[src/rtl/wb_stage_nway.sv]
// Writeback stage for the N-issue pipeline: MEM->WB register, regfile/HI-LO write bus
// with younger-lane-wins conflict resolution, and a trace FIFO feeding a one-commit debug port.
`timescale 1ns/1ps
module wb_stage_nway #(
    parameter int LANES     = 2,
    parameter int HILO_WD   = 66,
    parameter int STALL_WD  = 6,
    parameter int STALL_BIT = 5,
    parameter int DBG_DEPTH = 8
) (
    input  logic                             clk,
    input  logic                             rst,
    input  logic                             flush,
    input  logic [STALL_WD-1:0]              stall,
    input  logic [LANES*(HILO_WD+71)-1:0]    mem_to_wb_bus,
    output logic [LANES*(HILO_WD+38)-1:0]    wb_to_rf_bus,
    output logic                             wb_stall_req,
    output logic [31:0]                      debug_wb_pc,
    output logic [3:0]                       debug_wb_rf_wen,
    output logic [4:0]                       debug_wb_rf_wnum,
    output logic [31:0]                      debug_wb_rf_wdata,
    output logic                             debug_trace_empty
);

    localparam int IN_W  = HILO_WD + 71;
    localparam int OUT_W = HILO_WD + 38;
    localparam int ENT_W = 70;
    localparam int AW    = $clog2(DBG_DEPTH);
    localparam int CW    = AW + 1;
    localparam logic [CW:0] STALL_TH = (CW+1)'(DBG_DEPTH - LANES);

    logic [LANES*IN_W-1:0] wb_reg;

    logic [LANES-1:0]      lane_valid;
    logic [LANES-1:0]      lane_we;
    logic [LANES-1:0]      lane_kill;
    logic [LANES-1:0]      lane_nz;
    logic [LANES-1:0]      lane_we_out;
    logic [4:0]            lane_waddr [LANES];
    logic [31:0]           lane_wdata [LANES];
    logic [31:0]           lane_pc    [LANES];
    logic [HILO_WD-1:0]    lane_hilo  [LANES];
    logic [ENT_W-1:0]      lane_entry [LANES];
    logic [AW-1:0]         push_ofs   [LANES];
    logic [AW-1:0]         wr_idx     [LANES];

    logic [ENT_W-1:0]      fifo_mem [DBG_DEPTH];
    logic [AW-1:0]         head_ptr;
    logic [AW-1:0]         tail_ptr;
    logic [CW-1:0]         count;
    logic [CW-1:0]         push_cnt;
    logic                  do_pop;
    logic [ENT_W-1:0]      head_entry;
    logic [CW:0]           occ_next;

    logic                  unused_stall;
    assign unused_stall = ^stall;

    // Any of rst/flush/stall turns the register into a bubble rather than holding it.
    always_ff @(posedge clk) begin
        if (rst || flush || stall[STALL_BIT]) begin
            wb_reg <= '0;
        end else begin
            wb_reg <= mem_to_wb_bus;
        end
    end

    for (genvar g = 0; g < LANES; g++) begin : g_lane
        assign lane_valid[g] = wb_reg[g*IN_W + HILO_WD + 70];
        assign lane_hilo[g]  = wb_reg[g*IN_W + 70 +: HILO_WD];
        assign lane_pc[g]    = wb_reg[g*IN_W + 38 +: 32];
        assign lane_we[g]    = wb_reg[g*IN_W + 37];
        assign lane_waddr[g] = wb_reg[g*IN_W + 32 +: 5];
        assign lane_wdata[g] = wb_reg[g*IN_W +: 32];
        assign lane_nz[g]    = |lane_waddr[g];
        assign lane_entry[g] = {lane_pc[g], lane_we[g], lane_waddr[g], lane_wdata[g]};
        assign wr_idx[g]     = tail_ptr + push_ofs[g];
        assign wb_to_rf_bus[g*OUT_W +: OUT_W] =
            {lane_hilo[g], lane_we_out[g], lane_waddr[g], lane_wdata[g]};
    end

    // A younger lane writing the same register suppresses every older lane's write.
    always_comb begin
        lane_kill = '0;
        for (int j = 0; j < LANES; j++) begin
            for (int i = j + 1; i < LANES; i++) begin
                if (lane_valid[i] && lane_we[i] && (lane_waddr[i] == lane_waddr[j])) begin
                    lane_kill[j] = 1'b1;
                end
            end
        end
    end

    assign lane_we_out = lane_valid & lane_we & lane_nz & ~lane_kill;

    // Valid lanes pack densely into the FIFO in lane order.
    always_comb begin
        logic [CW-1:0] run;
        run = '0;
        for (int j = 0; j < LANES; j++) begin
            push_ofs[j] = run[AW-1:0];
            run         = run + CW'(lane_valid[j]);
        end
        push_cnt = run;
    end

    assign do_pop     = (count != '0);
    assign head_entry = fifo_mem[head_ptr];

    always_ff @(posedge clk) begin
        if (!rst) begin
            for (int j = 0; j < LANES; j++) begin
                if (lane_valid[j]) begin
                    fifo_mem[wr_idx[j]] <= lane_entry[j];
                end
            end
        end
    end

    always_ff @(posedge clk) begin
        if (rst) begin
            head_ptr <= '0;
            tail_ptr <= '0;
            count    <= '0;
        end else begin
            head_ptr <= head_ptr + AW'(do_pop);
            tail_ptr <= tail_ptr + push_cnt[AW-1:0];
            count    <= count + push_cnt - CW'(do_pop);
        end
    end

    always_ff @(posedge clk) begin
        if (rst) begin
            debug_wb_pc       <= '0;
            debug_wb_rf_wen   <= '0;
            debug_wb_rf_wnum  <= '0;
            debug_wb_rf_wdata <= '0;
        end else if (do_pop) begin
            debug_wb_pc       <= head_entry[69:38];
            debug_wb_rf_wen   <= {4{head_entry[37]}};
            debug_wb_rf_wnum  <= head_entry[36:32];
            debug_wb_rf_wdata <= head_entry[31:0];
        end else begin
            debug_wb_rf_wen   <= '0;
        end
    end

    // Occupancy after the next edge; above the threshold a further full group could overflow.
    assign occ_next          = {1'b0, count} + {1'b0, push_cnt} - (CW+1)'(do_pop);
    assign wb_stall_req      = (occ_next > STALL_TH);
    assign debug_trace_empty = (count == '0) && (push_cnt == '0);

endmodule

[config.mk]
export PLATFORM = sky130hd
export DESIGN_NAME = wb_stage_nway
export DESIGN_NICKNAME = d
export VERILOG_FILES = /design/src/rtl/wb_stage_nway.sv
export SDC_FILE = /design/constraint.sdc
export NUM_CORES = 1
export LEC_CHECK = 0
export ABC_AREA = 1
export BUFFER_PORTS_ARGS = -buffer_cell sky130_fd_sc_hd__buf_2
export CAP_MARGIN = 20
export CORE_UTILIZATION = 46
export DETAILED_ROUTE_END_ITERATION = 8
export GPL_TIMING_DRIVEN = 0
export PLACE_DENSITY = 0.72
export SLEW_MARGIN = 5
export SYNTH_ARGS = -nofsm -noshare
export SYNTH_HDL_FRONTEND = slang
export SYNTH_SLANG_ARGS = --single-unit
[constraint.sdc]
create_clock -name clk -period 8.3 [get_ports clk]
set_input_delay 0.83 -clock clk [delete_from_list [all_inputs] [get_ports clk]]
set_output_delay 0.83 -clock clk [all_outputs]
set_load 0.01 [all_outputs]
==> metrics.cfg, run 1 <==
[route]
drcViolationCount=0
vias=34200
routed_via_density=5.24
detail-route-antenna-nets=0
drt_pass1_iterations=6
drt_iter0_drc=3991
wirelength_um=129000
post_drt_wl_per_cell_um=19.8

[run]
drv_cap=0

[critical_path]
cp_max_fo=6
critPathSlowestCell=fa_1
reg2regPathDepth=11
worst_setup_path_end_kind=output port
cpPeakStageDelay_ps=460
ff2ff_setup_slack_ps=4960
crit_top_cell=nand2_1
path_depth=16
rr_startpoint=wb_reg[136]$_SDFF_PP0_
path_cells=inv_1 > ha_1 > nand2_1 > nor2_1 > inv_1 > ha_1 > inv_1 > ha_1 > fa_1 > nand2_1 > nand2_1 > nand2_1 > nand2_1 > a21oi_1 > nand3_1 > buf_2
worst_ep_required_time_ps=7470
crit_buf_inv=4
cp_top_family=adder cells
cp.arrival_ps=3450
critPathLaunchType=register
r2r-end=fifo_mem[1][27]$_DFFE_PP_
crit_type=register to output port

[cts]
cts_tree=yes
holdBufCountCts=0
cts_buffer_depth=3
clockRootBuffer=clkbuf_16
clk-insertion-delay-late_ps=690
cts_buffers=96
cts.sink_count=914
htree_levels=3
clkTransAtPathRegs_ps=60
post-cts-setup-buffers=0
cts_resized=0

[yosys]
synth.ff_latch_count=914
synth_area_leaders=edfxtp_1, dfxtp_1, nand2_1
netlist_area_um2=40500
syn_inst=4609
seq_area_frac_synth=0.590
ys_types=27
synth_xor_area_frac=0.00148
syn_area_per_cell_um2=8.79
synthesis.nets=4908
synth_simple_gate_area_frac=0.176
synth_largest_area_cell=edfxtp_1
synth_top_area_share=0.415
synth-adder-area-share=0.00531
synth_mux_area_frac=0
synth_compound_area_frac=0.105
synth_top_family_by_area=simple AND/OR/NAND/NOR gates
ys_warn_count=0

[final_layout]
largest_register_ffs=560
multi_input_area_um2=11700
syn_to_final_growth_pct=20.0
postLayoutCellArea_um2=48600
final_layout_size_suffix_gt1_frac=0.221
final_nets=5591
regArea_um2=23900
fill_cells=7642
final_cells=6532

[floorplanning]
coreArea_um2=87000
die_width_um=299
boundaryPins=566
die_area_um2=89200
std_cell_rows=108
start_util=0.465
dieHeight_um=299

[placement]
io_buffers=560
dpl_cell_area_um2=45400
hpwlAfterDp_um=91700
dp.cells=6349
place_congestion=0.949

[worst_hold_path]
whs_path_depth=3
whs_endpoint=wb_reg[158]$_SDFF_PP0_
hp-class=primary input to register
hp-start=mem_to_wb_bus[158]

[timing]
fin_crit_sh=0.515
fin_crit_ps=4280
slew_headroom=0.130
rsz0062_at_grt=false
finClkSkew_ps=26.0
setup_viol=0
final_hold_viol_count=0
report.final.slew_viol_count=0
worst_pin_slew_ps=1300
timing.fmax_mhz=234

[grt]
grt_pass1_vias=32700
overflow=0
grtUsageTotal=0.282
grt_max_degree=28
antenna_found_initial=4
grt_pass1_wl_um=191000

[pwr]
ir_drop_v=0.000194
pwr_density_cell_nw_per_um2=259
p_leak_nw=21.2

[status]
status=finished clean

## Yosys cell counts (all sizes together)
cell    count
o21ai     776
nor2      579
o211ai      2
fa          2
nand4       1
dfxtp     354
xor2        3
nor3        1
o22ai       1
edfxtp    560
a21oi      70
inv       458
nand2    1011
buf       447
clkbuf    107
ha         14
xnor2       3
or3         1
nand3     219
## per-layer routing
| layer | vias to the layer above | share of wire | track usage | wire [um] |
|---|---|---|---|---|
| li1 | 16000 | - | - | - |
| met1 | 15700 | 0.37 | 0.360 | 48300 |
| met2 | 2126 | 0.45 | 0.449 | 58500 |
| met3 | 406 | 0.11 | 0.0611 | 14700 |
| met4 | 2 | 0.060 | 0.153 | 7780 |
| met5 | - | 0.00010 | 0 | 13 |
## logic make-up (layout without fill, tap and decap cells)
| group | after synthesis | after routing |
|---|---|---|
| buffers and inverters | 1012 | 1777 |
| AND/OR/NAND/NOR | 1812 | 1812 |
| XOR/XNOR | 6 | 6 |
| AO/OA/AOI/OAI | 849 | 849 |
| flip-flops | 914 | 914 |
| other | 0 | 3 |
| adder cells (fa/ha/maj) | 16 | 16 |
## cell usage in the layout (no fill, tap or decap), types with 70 or more instances in the layout
cell type and count:
a21oi_1 70, buf_2 739, buf_4 236, clkbuf_1 129, clkbuf_16 100, dfxtp_1 354, edfxtp_1 560, inv_1 452
nand2_1 1003, nand3_1 219, nor2_1 574, o21ai_0 626, o21ai_1 142
## tightest hold or removal path, delay by kind of cell
family / cells / cell delay [ps]
AND/OR/NAND/NOR: 1 / 30
buffers and inverters: 2 / 140
## report_power, final
| part | switching (mW) | total, mW | leakage, nW | internal (mW) |
|---|---|---|---|---|
| registers | 0.114 | 5.10 | 8.24 | 4.99 |
| logic | 2.17 | 3.10 | 11.4 | 0.933 |
| clock network | 1.85 | 4.40 | 1.59 | 2.54 |
| total | 4.14 | 12.6 | 21.2 | 8.46 |
## cell type report
cell class | count | area share
clock inverter | 41 | 0.00852
buffer | 554 | 0.0667
antenna | 3 | 0.000154
clock buffer | 139 | 0.0576
tap | 1155 | 0.0297
multi-input combinational | 2683 | 0.241
timing repair buffer | 585 | 0.0688
sequential | 914 | 0.492
inverter | 458 | 0.0354
## worst max path at each step
stage / start / to / slack, ps
final: count[3]$_SDFF_PP0_ / wb_stall_req / 4020
after global routing: count[3]$_SDFF_PP0_ / wb_stall_req / 3800
after detailed placement: wb_reg[136]$_SDFF_PP0_ / wb_stall_req / 4730
after global placement: rst / fifo_mem[1][27]$_DFFE_PP_ / -2820
after CTS: count[3]$_SDFF_PP0_ / wb_stall_req / 3990
after floorplan: rst / fifo_mem[3][0]$_DFFE_PP_ / 1730
## metrics by stage
| step | util | total power, mW | setup slack, ps | hold WS [ps] | setup TNS [ps] |
|---|---|---|---|---|---|
| floorplan | - | 6.98 | 1730 | 474 | 0 |
| finish | 0.559 | 12.6 | 4020 | 351 | 0 |
| global placement | 0.514 | 8.16 | -2820 | 433 | -1383750 |
| global route | 0.559 | 13.1 | 3800 | 330 | 0 |
| CTS | 0.559 | 12.6 | 3990 | 320 | 0 |
| detailed placement | 0.522 | 8.22 | 4730 | 437 | 0 |
No activity file was read; power rests on OpenSTA's default activity.
==> inputs of run 2 (changes only) <==
- ABC_AREA: 1 -> 0
- PLACE_DENSITY: 0.72 -> 0.75
- clock period: 8.3 -> 3.9 ns (I/O delays scaled with it)
==> run 2 against run 1 <==
- power grew 100%
- via count shrank 24%
- clock power grew 120%
- sequential share of layout area shrank 1.9 points
- flip-flop and latch count is the same
- core utilization grew 3.4 points
- critical path depth shrank 7
- register-to-register slack lost 4900 ps
- synthesized area shrank 1.7%
- first-iteration DRC count shrank 47%
- wire length shrank 9.0%
- clock skew grew 21 ps
- highest routed layer unchanged
==> metrics.cfg, run 2 <==
[timing]
fin_crit_ps=3800
worst_pin_slew_ps=1110
timing.fmax_mhz=263
fin_crit_sh=0.974
rsz0062_at_grt=false
report.final.slew_viol_count=0
hold_ws_ps=1.07
final_hold_viol_count=0
setup_viol=0
finClkSkew_ps=47.1
slew_headroom=0.257

[floorplanning]
die_width_um=296
dieHeight_um=296
boundaryPins=566
coreArea_um2=85400
std_cell_rows=107
die_area_um2=87700
start_util=0.466

[yosys]
synth-adder-area-share=0.00541
seq_area_frac_synth=0.601
syn_area_per_cell_um2=14.6
netlist_area_um2=39800
synth_xor_area_frac=0.00302
ys_types=48
ys_warn_count=0
synth_commonest_cells=mux2_2, edfxtp_1, dfxtp_1
synth_top_family_by_area=multiplexers
synth_area_leaders=edfxtp_1, mux2_2, dfxtp_1
yosysMostFrequentCell=mux2_2
synth.ff_latch_count=914
synth_flop_cell=edfxtp_1
synth_simple_gate_area_frac=0.0635
syn_inst=2721
async_flop_share=0
synthesis.nets=3020
synth_mux_area_frac=0.237
synth_top_area_share=0.423
synth_largest_area_cell=edfxtp_1
synth-edff-count=560
synth_compound_area_frac=0.0268

[final_layout]
largest_register_ffs=560
syn_to_final_growth_pct=27.1
final_layout_size_suffix_gt1_frac=0.475
final_cell_mix=mux2_2, buf_2, edfxtp_1
fill_cells=6598
final_util=0.592
final_common_cell=mux2_2
final_nets=3963
final_cells=4897

[route]
post_drt_wl_per_cell_um=24.0
routed_via_density=5.34
routed.top_layer=met5
wl_met2_um=58000
drcViolationCount=0
drt_pass1_iterations=5
vias=26200
drt_iter0_drc=2134
met1_length_um=45100
detail-route-antenna-nets=0
wirelength_um=118000
met3_length_um=8280

[pwr]
p_leak_nw=20.9
pwr_density_cell_nw_per_um2=508
ir_drop_v=0.000388

[worst_hold_path]
hp-class=primary input to register

[cts]
htree_levels=3
cts_tree=yes
clk-insertion-delay-late_ps=680
cts_buffer_depth=3
cts.sink_count=914
clkTransAtPathRegs_ps=60
clockRootBuffer=clkbuf_16
cts_buffers=97

[critical_path]
critPathLaunchType=register
crit_type=register to register
worst_ep_required_time_ps=4260
cp_max_fo=21
worst_setup_path_end_kind=register
cp.arrival_ps=4160
ff2ff_setup_slack_ps=100

[placement]
place_congestion=0.914
hpwlAfterDp_um=76200
io_buffers=560
dp.cells=4447

[grt]
overflow=0
grt_max_degree=44
grt_pass1_vias=26700
grtUsageTotal=0.263
grt_pass1_wl_um=169000
antenna_found_initial=5

[run]
drv_cap=0

[status]
status=finished clean

run 2: kinds of logic after synthesis:
kind of cell,Yosys count
flops,914
simple gates,458
xor+xnor,12
fa+ha+maj,16
mux,770
compound gates,154
buf+inv,397
run 2: metal layers:
metal	GRT usage	vias up
met5	0	-
li1	-	11700
met2	0.447	1091
met4	0.134	2
met1	0.318	13100
met3	0.0498	274
run 2: through the flow:
step | TNS (ps) | area (um2) | worst slack, ps | power, mW
2_1_floorplan | -123790 | 39800 | -631 | 14.2
3_3_place_gp | -1192820 | 44000 | -4270 | 16.1
3_5_place_dp | 0 | 44600 | 144 | 16.2
4_1_cts | 0 | 50600 | 37.9 | 25.8
5_1_grt | 0 | 50600 | 8.98 | 26.5
6_report | 0 | 50600 | 103 | 25.7
run 2: path summary, 6_finish.rpt:
check,start,to,cells past startpoint
setup / recovery,wb_reg[136]$_SDFF_PP0_,fifo_mem[3][26]$_DFFE_PP_,9
hold / removal,mem_to_wb_bus[69],wb_reg[69]$_SDFF_PP0_,2
setup reg to reg,wb_reg[136]$_SDFF_PP0_,fifo_mem[3][26]$_DFFE_PP_,9
hold reg to reg,debug_wb_pc[15]$_SDFFE_PP0P_,debug_wb_pc[15]$_SDFFE_PP0P_,2
run 2: report_power, final:
group | switching, mW | internal, mW
Sequential | 0.389 | 10.7
Combinational | 2.78 | 2.37
Clock | 3.95 | 5.53
run 2: layout make-up:
| cell class | count | area, um2 | share of cell area |
|---|---|---|---|
| diodes | 4 | 10.0 | 0.000198 |
| plain buffers | 382 | 2470 | 0.0489 |
| clock buffers | 148 | 2960 | 0.0585 |
| clock inverters | 36 | 362 | 0.00715 |
| inverters | 14 | 52.6 | 0.00104 |
| multi-input cells | 1410 | 13500 | 0.266 |
| flip-flops and latches | 914 | 23900 | 0.473 |
| well taps | 1144 | 1430 | 0.0283 |
| repair buffers | 845 | 5930 | 0.117 |
run 2: what timing repair did:
item / 4_1_cts / 5_1_grt
setup buffers: 0 / 0
gates cloned: 0 / 0
endpoints found under the hold margin: 262 / 1
hold buffers: 262 / 1
pin swaps: 1 / 2
gates resized for setup: 3 / 2
endpoints found under the setup margin: 1 / 1
run 2: worst max-delay path: stages (launching register included):
cell and delay, ps:
dfxtp_1 380, ha_1 240, ha_1 260, buf_1 410, nand3_1 650, buf_2 460
o21ai_4 340, buf_16 250, buf_12 210, buf_12 230
